--- config.mk ---
export PLATFORM = sky130hd
export DESIGN_NAME = seq_param_dec
export DESIGN_NICKNAME = d
export VERILOG_FILES = /design/src/rtl/seq_param_dec_pkg.sv /design/src/rtl/seq_param_dec_comb.sv /design/src/rtl/seq_param_dec.sv
export SDC_FILE = /design/constraint.sdc
export NUM_CORES = 1
export LEC_CHECK = 0
export CORE_MARGIN = 2
export CORE_UTILIZATION = 30
export CTS_CLUSTER_SIZE = 8
export DETAILED_ROUTE_END_ITERATION = 10
export MAX_ROUTING_LAYER = met4
export SKIP_CTS_REPAIR_TIMING = 1
export SYNTH_ARGS = -nofsm -noshare
export SYNTH_HDL_FRONTEND = slang
export SYNTH_HIERARCHICAL = 1
export SYNTH_SLANG_ARGS = --single-unit
--- constraint.sdc ---
create_clock -name clk -period 1.25 [get_ports clk]
set_input_delay 0.25 -clock clk [delete_from_list [all_inputs] [get_ports clk]]
set_output_delay 0.25 -clock clk [all_outputs]
set_load 0.01 [all_outputs]
--- src/rtl/seq_param_dec_pkg.sv ---
// Shared constants for the sequential parameterised decoder: mode encodings
// and the width of the out-of-range event counter.
package seq_param_dec_pkg;

  localparam logic MODE_ONEHOT = 1'b0;
  localparam logic MODE_THERM  = 1'b1;

  localparam int ERR_CNT_W = 8;

endpackage

--- src/rtl/seq_param_dec_comb.sv ---
// Combinational index decoder: one-hot or thermometer word, zeroed with err
// raised when the index falls outside the nbits-wide word.
module param_dec_comb
  import seq_param_dec_pkg::*;
#(
  parameter int nbits = 8,
  parameter int ibits = $clog2(nbits)
) (
  input  logic [ibits-1:0] in_,
  input  logic             mode,
  output logic [nbits-1:0] out,
  output logic             err
);

  localparam bit CHK_RANGE = (nbits < (1 << ibits));

  logic [nbits-1:0] w_word;

  // A power-of-two width has no unreachable index codes, so err folds to 0.
  if (CHK_RANGE) begin : g_range
    assign err = ({1'b0, in_} >= (ibits + 1)'(nbits));
  end else begin : g_norange
    assign err = 1'b0;
  end

  always_comb begin
    w_word = '0;
    for (int i = 0; i < nbits; i++) begin
      if (mode == MODE_THERM) begin
        w_word[i] = (ibits'(i) <= in_);
      end else begin
        w_word[i] = (ibits'(i) == in_);
      end
    end
    out = err ? '0 : w_word;
  end

endmodule

--- src/rtl/seq_param_dec.sv ---
// Single-stage valid/ready decoder register around param_dec_comb.
// Optional macro SEQ_PARAM_DEC_ERR_CNT_EN adds the saturating err_count counter.
module seq_param_dec
  import seq_param_dec_pkg::*;
#(
  parameter int nbits = 8,
  parameter int ibits = $clog2(nbits)
) (
  input  logic                 clk,
  input  logic                 reset,
  input  logic                 in_val,
  output logic                 in_rdy,
  input  logic [ibits-1:0]     in_,
  input  logic                 mode,
  output logic                 out_val,
  input  logic                 out_rdy,
  output logic [nbits-1:0]     out,
  output logic                 out_err,
  output logic [ERR_CNT_W-1:0] err_count
);

  logic [nbits-1:0] w_dec;
  logic             w_err;
  logic             w_in_xfer;
  logic             w_out_xfer;

  logic             r_out_val;
  logic [nbits-1:0] r_out;
  logic             r_out_err;

  param_dec_comb #(.nbits(nbits), .ibits(ibits)) u_dec (
    .in_  (in_),
    .mode (mode),
    .out  (w_dec),
    .err  (w_err)
  );

  // A full stage still accepts when it drains in the same cycle.
  assign in_rdy     = !r_out_val || out_rdy;
  assign w_in_xfer  = in_val && in_rdy;
  assign w_out_xfer = r_out_val && out_rdy;

  always_ff @(posedge clk or posedge reset) begin
    if (reset) begin
      r_out_val <= 1'b0;
      r_out     <= '0;
      r_out_err <= 1'b0;
    end else if (w_in_xfer) begin
      r_out_val <= 1'b1;
      r_out     <= w_dec;
      r_out_err <= w_err;
    end else if (w_out_xfer) begin
      r_out_val <= 1'b0;
    end
  end

  assign out_val = r_out_val;
  assign out     = r_out;
  assign out_err = r_out_err;

`ifdef SEQ_PARAM_DEC_ERR_CNT_EN
  logic [ERR_CNT_W-1:0] r_err_cnt;

  always_ff @(posedge clk or posedge reset) begin
    if (reset) begin
      r_err_cnt <= '0;
    end else if (w_in_xfer && w_err && (r_err_cnt != '1)) begin
      r_err_cnt <= r_err_cnt + 1'b1;
    end
  end

  assign err_count = r_err_cnt;
`else
  assign err_count = '0;
`endif

endmodule
==> flow_summary.toml <==
[power]
seqPwrFrac_pct = 40.5
ir_worst_vdd_mv = 0.406
clkPwrFrac_pct = 30.2
total_leakage_power_nw = 0.547
p_switching_uw = 249
switching_share_pct = 25.8
combPwrFrac_pct = 29.3
powerDensity_mw_per_mm2 = 1090
power.internal_uw = 717

[finish]
fillers = 191
utilization_pct = 44.6
syn_to_final_growth_pct = 40.0
drive_gt1_share_pct = 31.1
layout_common_cells = "dlymetal6s2s_1 (13), mux2_4 (10), dfrtp_1 (10)"
layout_commonest_cell = "dlymetal6s2s_1"
multi_input_area_sq_um = 314
diodes = 0
seqCellArea_sq_um = 250
final_nets = 83

[routing]
wire_per_inst_microns = 10.9
avgViaCountPerCell = 3.99
vias = 403
route.detailed.drc = 0
drt_iter0_markers = 1
wirelength_microns = 1100
drt_first_pass_iters = 2
ant_nets = 0

[global_routing]
groute.usage.overall_pct = 10.1
grt_max_degree = 11
grt_pass1_vias = 380
antenna_found_initial = 0
grt_pass1_wl_microns = 1760
grt_overflow = 0

[setup_path]
crit_fanout = 2
worstPathRequired_ns = 1.41
path_class = "primary input to flip-flop"
cp.arrival_ns = 1.38
cp-start-kind = "primary input"
cp-end-kind = "flip-flop"
rrSetupSlack_ns = 0.12

[timing]
setup_viol = 0
setup_tns_ns = 0
period_needed_ns = 1.23
clock_skew_ns = 0.00148
period_share_pct = 98.2
setup_ws_ns = 0.0231
rsz0062_at_grt = "no"
fmax_ghz = 0.815
slew_violations = 0
hold_viol_final = 0

[clock_tree]
cts_tree = "yes"
clockBufferDepth = 2
cts_sinks = 10
cts-htree-levels = 1
clkTransAtPathRegs_ns = 0.07
cts-root-buf = "clkbuf_4"
cts_made_buffers = 3
insertion_delay_ns = 0.27

[placement]
place_ws_ns = -0.416
io_buffer_count = 18
gp_congestion = 0.777
post-dp-hpwl_microns = 819

[synthesis]
synth_top_family_by_area = "multiplexers"
synth_compound_area_share_pct = 5.35
synthAdderAreaFrac_pct = 0
yosysWarningCount = 6
syn_inst = 52
synth-simple-area-share_pct = 13.7
seq_area_frac_synth_pct = 39.6
syn_area_sq_um = 632
synth.avg_cell_area_sq_um = 12.2
synth-xor-area-share_pct = 0
ys_types = 21
ys_ff_latch = 10
muxShareOfSynthArea_pct = 25.3

[outcome]
status = "completed"

[floorplanning]
core_sq_mm = 0.00198
io_pins = 27
dieArea_sq_mm = 0.00249
initial_core_util_pct = 31.9
die_h_microns = 49.9
die_w_microns = 49.9
row_count = 16

[job]
cap_violations = 0

[hold_path]
min_path_type = "primary input to async pin"
[layer usage]
metal	GRT usage, %	vias to the layer above	wire, microns
met3	3.03	4	106
li1	-	196	-
met4	8.33	0	27
met2	12.4	23	444
met1	13.2	180	519
met5	-	-	0
[Yosys cell counts]
library cell   n  area share (%)
a21oi_2        1             1.4
and3_2         1             1.2
o21ai_0        1            0.79
nand2_1        3             1.8
nor2b_1        1            0.99
mux2_4        10              24
o21a_1         1             1.2
nand2b_1       1            0.99
nand2b_4       1             2.2
nor2_1         1            0.59
or2_1          1            0.99
buf_6          1             1.8
a21oi_1        1            0.79
buf_4         10              12
conb_1         2             1.2
nand2_8        1             3.2
dfrtp_1       10              40
nor2_4         1             1.8
mux2i_1        1             1.6
o31ai_1        1             1.2
inv_1          2             1.2
[final timing paths]
| check | cells past startpoint | endpoint | start |
|---|---|---|---|
| max | 4 | out[1] | in_[2] |
| max in group asynchronous | 2 | out_val | reset |
| min reg2reg | 1 | out_err | out_err |
| min | 2 | out_err | reset |
| min in group clk | 1 | out_err | out_err |
| max reg2reg | 4 | out[7] | out_val |
[power by group through the flow]
stage	clock network [mW]	registers [mW]	logic, mW
2_1_floorplan	0	0.418	0.160
5_1_grt	0.312	0.400	0.306
6_report	0.292	0.392	0.283
3_5_place_dp	0	0.400	0.297
3_3_place_gp	0	0.400	0.293
4_1_cts	0.299	0.394	0.297
[flip-flops by register name, summed over array words and instances (netlist names)]
| signal | flops |
|---|---|
| out | 8 |
| out_err | 1 |
| out_val | 1 |
[cell families after synthesis]
| kind of cell | Yosys count |
|---|---|
| compound gates | 5 |
| mux | 11 |
| other cells | 2 |
| buf+inv | 13 |
| simple gates | 11 |
| flops | 10 |
[worst max-delay path: stages]
cell,delay [ns]
clkdlybuf4s50_1,0.46
nor2_4,0.12
mux2_4,0.30
mux2_4,0.26
[through the flow]
step                total power [mW]  hold WS (ns)  cell area [sq um]  instances
floorplan                      0.578        0.0902                658         59
global placement               0.693         0.496                808         96
detailed placement             0.697         0.501                808         96
CTS                            0.990         0.272                845        100
global route                    1.02         0.283                885        101
finish                         0.967         0.256                885        101
[cell type report]
class / instances / area share [%]
Clock buffer: 4 / 4.10
Inverter: 2 / 0.849
Multi-Input combinational cell: 36 / 35.5
Sequential cell: 10 / 28.3
Tap cell: 27 / 3.82
Timing Repair Buffer: 22 / 27.4
Note: power is estimated with default switching activity, not from simulation.
